===== config.mk =====
export PLATFORM = sky130hd
export DESIGN_NAME = lcd_bus_scheduler
export DESIGN_NICKNAME = d
export VERILOG_FILES = /design/src/rtl/lcd_pkg.sv /design/src/rtl/lcd_req_arbiter.sv /design/src/rtl/lcd_bus_scheduler.sv
export SDC_FILE = /design/constraint.sdc
export NUM_CORES = 1
export LEC_CHECK = 0
export ABC_AREA = 1
export CORE_MARGIN = 2
export CORE_UTILIZATION = 50
export DETAILED_ROUTE_END_ITERATION = 6
export PLACE_DENSITY = 0.72
export RECOVER_POWER = 50
export SLEW_MARGIN = 20
export SYNTH_ARGS = -nofsm -noshare
export SYNTH_HDL_FRONTEND = slang
export SYNTH_SLANG_ARGS = --single-unit

===== constraint.sdc =====
create_clock -name Clock -period 2.1 [get_ports Clock]
set_clock_uncertainty 0.1 [all_clocks]
set_input_delay 0.21 -clock Clock [delete_from_list [all_inputs] [get_ports Clock]]
set_output_delay 0.21 -clock Clock [all_outputs]
set_load 0.005 [all_outputs]

===== src/rtl/lcd_pkg.sv =====
// Shared types and constants for the HD44780 bus scheduler.
package lcd_pkg;

  typedef enum logic [2:0] {IDLE, SETUP, EN_HIGH, HOLD, WAIT} lcd_state_e;

  localparam logic [7:0] LCD_CMD_CLEAR = 8'h01;
  localparam logic [7:0] LCD_CMD_HOME  = 8'h02;

  localparam int CNT_W = 20;

  localparam int DEF_T_SETUP_CYC = 3;
  localparam int DEF_T_EN_CYC    = 25;
  localparam int DEF_T_HOLD_CYC  = 2;
  localparam int DEF_T_CMD_CYC   = 2000;
  localparam int DEF_T_CLR_CYC   = 82000;

  // Clear and both home encodings (02/03) need the long execution wait.
  function automatic logic is_slow_cmd(input logic rs, input logic [7:0] data);
    return !rs && (data == LCD_CMD_CLEAR || data == LCD_CMD_HOME || data == 8'h03);
  endfunction

endpackage


===== src/rtl/lcd_req_arbiter.sv =====
// Two-way grant logic. LCD_PRIO_ROTATE_EN selects round-robin, else req0 > req1.
module lcd_req_arbiter
  import lcd_pkg::*;
(
`ifdef LCD_PRIO_ROTATE_EN
  input  logic       clk,
  input  logic       rst_n,
`endif
  input  logic       enable,
  input  logic [1:0] valid,
  output logic [1:0] ready
);

`ifdef LCD_PRIO_ROTATE_EN
  // prio1 set means req1 wins the next conflict
  logic prio1;

  always_ff @(posedge clk or negedge rst_n) begin
    if (!rst_n)      prio1 <= 1'b0;
    else if (|ready) prio1 <= ready[0];
  end

  always_comb begin
    ready = '0;
    if (enable) begin
      if (&valid) ready = prio1 ? 2'b10 : 2'b01;
      else        ready = valid;
    end
  end
`else
  always_comb begin
    ready = '0;
    if (enable) begin
      ready[0] = valid[0];
      ready[1] = valid[1] & ~valid[0];
    end
  end
`endif

endmodule


===== src/rtl/lcd_bus_scheduler.sv =====
// Shares one HD44780 8-bit write bus between two requesters with timed EN strobes.
// Optional macro LCD_PRIO_ROTATE_EN switches arbitration to round-robin.
module lcd_bus_scheduler
  import lcd_pkg::*;
#(
  parameter int T_SETUP_CYC = DEF_T_SETUP_CYC,
  parameter int T_EN_CYC    = DEF_T_EN_CYC,
  parameter int T_HOLD_CYC  = DEF_T_HOLD_CYC,
  parameter int T_CMD_CYC   = DEF_T_CMD_CYC,
  parameter int T_CLR_CYC   = DEF_T_CLR_CYC
) (
  input  logic       Clock,
  input  logic       Reset_n,
  input  logic       req0_valid,
  input  logic       req0_rs,
  input  logic [7:0] req0_data,
  output logic       req0_ready,
  input  logic       req1_valid,
  input  logic       req1_rs,
  input  logic [7:0] req1_data,
  output logic       req1_ready,
  output logic       LCD_RS,
  output logic       LCD_RW,
  output logic       LCD_EN,
  output logic [7:0] LCD_DATA,
  output logic       busy,
  output logic       grant_id
);

  lcd_state_e       state_q, state_d;
  logic [CNT_W-1:0] cnt_q, cnt_d;
  logic [1:0]       ready;
  logic             accept;

  lcd_req_arbiter u_arb (
`ifdef LCD_PRIO_ROTATE_EN
    .clk    (Clock),
    .rst_n  (Reset_n),
`endif
    .enable (state_q == IDLE),
    .valid  ({req1_valid, req0_valid}),
    .ready  (ready)
  );

  assign req0_ready = ready[0];
  assign req1_ready = ready[1];
  assign accept     = |ready;

  always_ff @(posedge Clock or negedge Reset_n) begin
    if (!Reset_n) begin
      state_q <= IDLE;
      cnt_q   <= '0;
    end else begin
      state_q <= state_d;
      cnt_q   <= cnt_d;
    end
  end

  // Counter is loaded with N-1 so each timed state lasts exactly N cycles.
  always_comb begin
    state_d = state_q;
    cnt_d   = cnt_q;
    case (state_q)
      IDLE: if (accept) begin
        state_d = SETUP;
        cnt_d   = CNT_W'(T_SETUP_CYC - 1);
      end
      SETUP: if (cnt_q == '0) begin
        state_d = EN_HIGH;
        cnt_d   = CNT_W'(T_EN_CYC - 1);
      end else cnt_d = cnt_q - 1'b1;
      EN_HIGH: if (cnt_q == '0) begin
        state_d = HOLD;
        cnt_d   = CNT_W'(T_HOLD_CYC - 1);
      end else cnt_d = cnt_q - 1'b1;
      HOLD: if (cnt_q == '0) begin
        state_d = WAIT;
        cnt_d   = is_slow_cmd(LCD_RS, LCD_DATA) ? CNT_W'(T_CLR_CYC - 1)
                                                : CNT_W'(T_CMD_CYC - 1);
      end else cnt_d = cnt_q - 1'b1;
      WAIT: if (cnt_q == '0) begin
        state_d = IDLE;
        cnt_d   = '0;
      end else cnt_d = cnt_q - 1'b1;
      default: begin
        state_d = IDLE;
        cnt_d   = '0;
      end
    endcase
  end

  always_comb begin
    LCD_EN = (state_q == EN_HIGH);
    busy   = (state_q != IDLE);
  end

  assign LCD_RW = 1'b0;

  // Bus byte and owner are captured only on the accept edge and held while idle.
  always_ff @(posedge Clock or negedge Reset_n) begin
    if (!Reset_n) begin
      LCD_RS   <= 1'b0;
      LCD_DATA <= '0;
      grant_id <= 1'b0;
    end else if (accept) begin
      LCD_RS   <= ready[1] ? req1_rs   : req0_rs;
      LCD_DATA <= ready[1] ? req1_data : req0_data;
      grant_id <= ready[1];
    end
  end

endmodule

Word level (Yosys, flattened, before mapping)
Cells that the tools add are included.
Storage, ports and cells
  output and inout bits: 15
  bits of input ports: 22
  register bits: 33
Operators by class
  muxes and demuxes: 16
  bitwise gates (word level): 2
  equality and inequality tests: 12
  reductions and logical operators: 9
  $add $sub $neg: 1
Operators by type and width (number)
  20-bit 2-to-1 mux: 5
  20-bit one-hot mux with 5 select lines: 1
  20-bit logical NOT: 1
  20-bit by 1-bit subtractor with 20-bit output, second input constant: 1
  17-bit 2-to-1 mux: 1
  8-bit by 2-bit == test with 1-bit output, second input constant: 2
  3-bit 2-to-1 mux: 5
  3-bit one-hot mux with 5 select lines: 1
  8-bit by 1-bit == test with 1-bit output, second input constant: 1
  8-bit 2-to-1 mux: 1
  2-bit != test, second input constant: 4
  3-bit by 2-bit == test with 1-bit output, second input constant: 2
  5-bit AND reduction: 1
  3-bit by 1-bit == test with 1-bit output, second input constant: 1
  3-bit == test, second input constant: 1
  3-bit logical NOT: 1
  3-bit nonzero test: 1
  1-bit logical OR: 2
  2-bit 2-to-1 mux: 1
  2-bit by 1-bit != test with 1-bit output, second input constant: 1
  2-bit OR reduction: 1
  1-bit AND: 1
  1-bit logical AND: 1
  1-bit logical NOT: 1
  other kinds (2): 2

Longest topological paths before layout
  depth after elaboration: 7
  mapped depth: 11
  gate-level depth less buffers: 11

By module
From an unflattened synthesis, not the netlist that was laid out.
Unflattened totals
  cells, all modules: 297
  area, all modules: 2064.5 sq um
Modules (own cells, without submodules)
  lcd_bus_scheduler: area an instance 2047.0 sq um, cells each 293, instances 1, sequential area each 825.8 sq um
  lcd_req_arbiter: area an instance 17.5 sq um, cells each 4, instances 1, sequential area each 0.0 sq um

Worst setup path before layout
No wires, ideal clock.
  kind: register to register
  start: register cnt_q[0]
  end: register cnt_q[1]
  period minus slack after synthesis: 1576 ps
  setup time: 116 ps
  path buffers: 0
  data arrival time: 1359 ps
  slack: 524 ps
  stages on the path, launching flop included: 12
  path through: dfrtp_1 > inv_1 > ha_1 > nand2_1 > nor2_1 > nand3_4 > nand2_4 > nand2_4 > nand2_2 > nand2_1 > nand2_1 > nand2_1
On the way
  cells in the longest elaborated chain, start to end: 3
  elaborated cells between the ends (all ways): 7
  classes of those cells: add/sub: 1; mux: 5; reduce/logical: 1
Ends and longest elaborated chain
  start: declaration: line lcd_bus_scheduler.sv:31  | logic [CNT_W-1:0] cnt_q, cnt_d;
  start signal: assignment: line lcd_bus_scheduler.sv:55  | cnt_q <= cnt_d;
  20-bit by 1-bit subtractor with 20-bit output / 20-bit logical NOT (equally long branches)
  20-bit 2-to-1 mux (on tied branches)
  20-bit one-hot mux with 5 select lines (*): line lcd_bus_scheduler.sv:63  | case (state_q)
Mark *: on every way between the ends. The rest lies on a longest branch, timed or not.
A chain may end at the register's enable or synchronous reset.

Worst setup path in the final report
  start: register state_q[0]
  end: output port busy
On the way
  cells in the longest elaborated chain, start to end: 1
Ends and longest elaborated chain
  start: declaration: line lcd_bus_scheduler.sv:30  | lcd_state_e state_q, state_d;
  start signal: assignment: line lcd_bus_scheduler.sv:54  | state_q <= state_d;
  3-bit nonzero test: line lcd_bus_scheduler.sv:94  | busy = (state_q != IDLE);
  end: declaration: line lcd_bus_scheduler.sv:26  | output logic busy,
No other way between the ends.

==> out/summary.log <==
INFO  timing         fin_crit=2.00ns
INFO  global_route   antenna_found_initial=0
INFO  timing         setup_viol_count_final=0
INFO  global_route   track_usage=22.8%
INFO  worst_setup_path crit-reg2reg-capture=cnt_q[10]
INFO  timing         hold_slack=0.381ns
INFO  final_layout   flow.area_growth_from_synthesis=22.4%
INFO  place          detailed_place.area=0.00257mm^2
INFO  pwr            irDropWorstVdd=0.265mV
INFO  clock_tree     clock_tree.htree_level_count=2
INFO  floorplanning  die_h=70.0um
INFO  global_route   global_route.overflow_total=0
INFO  place          portBuffers=35
INFO  clock_tree     insertion_delay=0.29ns
INFO  routing        detail_route.drc_violations=0
INFO  timing         worst_pin_slew=0.825ns
INFO  clock_tree     tritoncts=done
INFO  clock_tree     clkSlewWorstSetupHoldPaths=0.06ns
INFO  routing        drt_iter0_drc=191
INFO  timing         fin_crit_sh=95.3%
INFO  final_layout   area_of_all_placed_cells_without_fillers=0.00267mm^2
INFO  hold_path      min_delay_worst_endpoint=grant_id
INFO  clock_tree     numClockSinks=33
INFO  logic_synthesis syn_inst=294
INFO  floorplanning  num_rows=24
INFO  timing         achievable-frequency=499MHz
INFO  place          place.detailed.hpwl=3940um
INFO  run_status     status=finished clean
INFO  pwr            leakagePower=0.00119uW
INFO  worst_setup_path timing.reg2reg.worst_path_depth=9
INFO  worst_setup_path crit_arrival=1.69ns
INFO  worst_setup_path cp_data_required_time=1.79ns
INFO  routing        detailroute.via_count=2052
INFO  hold_path      min_path_cells=2
INFO  clock_tree     cts.hold.buffers_added=0
INFO  clock_tree     post_cts.repair.setup_buffers=0
INFO  global_route   grt_pass1_vias=2059
INFO  floorplanning  design.core.area=0.00426mm^2
INFO  clock_tree     numCtsBuffers=5
INFO  worst_setup_path worstSetupStartpointType=register
INFO  logic_synthesis yosysWarnings=0
INFO  clock_tree     clockRootBuffer=sky130_fd_sc_hd__clkbuf_8
INFO  logic_synthesis netlist_area=0.00218mm^2
INFO  timing         slew_viol_final=0
INFO  final_layout   drive_above_1_share=12.9%
INFO  flow_run       max-cap-violations=0
INFO  worst_setup_path critical_path.max_fanout=12
INFO  logic_synthesis avgSynthCellArea=7.41um^2
INFO  global_route   grt_max_degree=34
INFO  logic_synthesis sequential_element_share_of_the_synthesized_area=37.9%
INFO  final_layout   antenna_cells=0
INFO  timing         sum_neg_setup_slack=0ns
INFO  hold_path      min_path_type=register to register
INFO  timing         hold_viol_final=0
INFO  final_layout   num-nets-final=357
INFO  pwr            power_per_cell_area=478mW/mm^2
INFO  logic_synthesis yosysUniqueCellTypes=32
INFO  timing         timing.slew.headroom=45.0%
INFO  logic_synthesis synth.area.top_cells=sky130_fd_sc_hd__dfrtp_1 38%, sky130_fd_sc_hd__nand2_1 10%, sky130_fd_sc_hd__nor2_1 6.5%, sky130_fd_sc_hd__inv_1 6.2%, sky130_fd_sc_hd__nand3_1 6.0%
INFO  clock_tree     clk_path_buf_depth=2
INFO  routing        post_drt_wl_per_cell=13.4um
INFO  worst_setup_path timing.reg2reg.setup_slack=0.28ns
INFO  floorplanning  starting_density=51.1%
INFO  floorplanning  io_pins=37
INFO  logic_synthesis synth_seq_cells=33
INFO  worst_setup_path cp_capture_type=output port
INFO  routing        vias_per_cell=5.33
INFO  logic_synthesis post-synth-top-area-cell=sky130_fd_sc_hd__dfrtp_1
INFO  logic_synthesis synth_top_cell_area_share=37.9%
INFO  hold_path      start_point_of_the_worst_hold_path=grant_id
INFO  routing        antenna_left=0
INFO  floorplanning  full_die_area=0.00490mm^2
INFO  timing         rsz0062_at_grt=no
INFO  place          gpl.final_weighted_congestion=0.865
INFO  logic_synthesis synth_nets=318
INFO  clock_tree     postCtsResizedCells=1
INFO  worst_setup_path critPathKind=register to output port
INFO  global_route   grt_first_pass_wirelength=8890um
INFO  final_layout   layout_common_cells=58 x sky130_fd_sc_hd__nand2_1, 38 x sky130_fd_sc_hd__nor2_1, 36 x sky130_fd_sc_hd__inv_1, 32 x sky130_fd_sc_hd__dfrtp_1, 28 x sky130_fd_sc_hd__clkdlybuf4s50_1
INFO  floorplanning  die-width=70.0um
INFO  worst_setup_path regToRegStartpoint=cnt_q[0]
INFO  routing        wl=5140um
INFO  routing        drt_first_pass_iters=4
INFO  final_layout   mostFrequentLayoutCell=sky130_fd_sc_hd__nand2_1
[critical path, cell delays in order, from the launching register on]
cell and delay, ns:
sky130_fd_sc_hd__dfrtp_1 0.40, sky130_fd_sc_hd__inv_2 0.10, sky130_fd_sc_hd__nand2_4 0.08, sky130_fd_sc_hd__nor2_8 0.14
sky130_fd_sc_hd__inv_2 0.06, sky130_fd_sc_hd__buf_4 0.18, sky130_fd_sc_hd__clkdlybuf4s50_1 0.46
[kinds of logic after synthesis]
logic type               after synthesis  synth area share [%]
AND/OR/NAND/NOR                      153                  35.0
buffers and inverters                 52                  10.3
AO/OA/AOI/OAI                         45                  12.2
flip-flops                            33                  37.9
XOR/XNOR                               8                  3.22
adder cells (fa/ha/maj)                2                  1.15
other                                  1                 0.172
[cells in the mapped netlist, drive strengths merged]
cell type and number:
clkbuf 2, o21ai 27, a21oi 7, o22ai 10, xor2 8, ha 2, buf 5, conb 1
o211ai 1, nand3 28, inv 44, nor2 45, nor3 6, nand2 64, dfrtp 33, nor4 9
nand4 1, clkinv 1
[layer usage]
| layer | global-route usage (%) | part of all wire, % | vias up | wire (um) |
|---|---|---|---|---|
| li1 | - | - | 1025 | - |
| met1 | 26.7 | 43 | 953 | 2200 |
| met2 | 39.5 | 49 | 63 | 2540 |
| met3 | 5.92 | 6.1 | 11 | 315 |
| met4 | 9.83 | 1.8 | 0 | 92 |
| met5 | 0 | 0 | - | 0 |
[layout make-up]
| type | count | area [um^2] |
|---|---|---|
| Fill cell | 398 | 1600 |
| Inverter | 45 | 174 |
| Multi-Input combinational cell | 209 | 1130 |
| Tap cell | 52 | 65.1 |
| Sequential cell | 33 | 827 |
| Timing Repair Buffer | 39 | 380 |
| Clock buffer | 7 | 86.3 |
[stage by stage]
step | power [uW] | instances | setup slack, ns | util (%)
2_1_floorplan | 708 | 294 | 0.524 | -
3_3_place_gp | 805 | 378 | 0.299 | 60.4
3_5_place_dp | 805 | 378 | 0.286 | 60.4
6_report | 1270 | 385 | 0.0978 | 62.5
4_1_cts | 1290 | 385 | 0.0563 | 62.5
5_1_grt | 1320 | 385 | 0.00224 | 62.5
[worst max path at each step]
stage                     from    endpoint  slack [ns]  cells past startpoint
detailed placement  req0_valid   cnt_q[13]        0.29                      7
global route        state_q[0]        busy       0.002                      6
CTS                 state_q[0]  req1_ready        0.06                      6
floorplan             cnt_q[0]    cnt_q[1]        0.52                     11
finish              state_q[0]        busy         0.1                      6
global placement    req0_valid    cnt_q[5]        0.30                      6
[state kept, by name (all words and copies together) (netlist names)]
register  flops
cnt_q        20
grant_id      1
LCD_DATA      8
state_q       3
LCD_RS        1
[power breakdown]
group          switching [uW]  internal (uW)
Combinational            50.0           73.2
Clock                     227            260
Sequential               12.1            653
No activity file was read; power rests on OpenSTA's default activity.
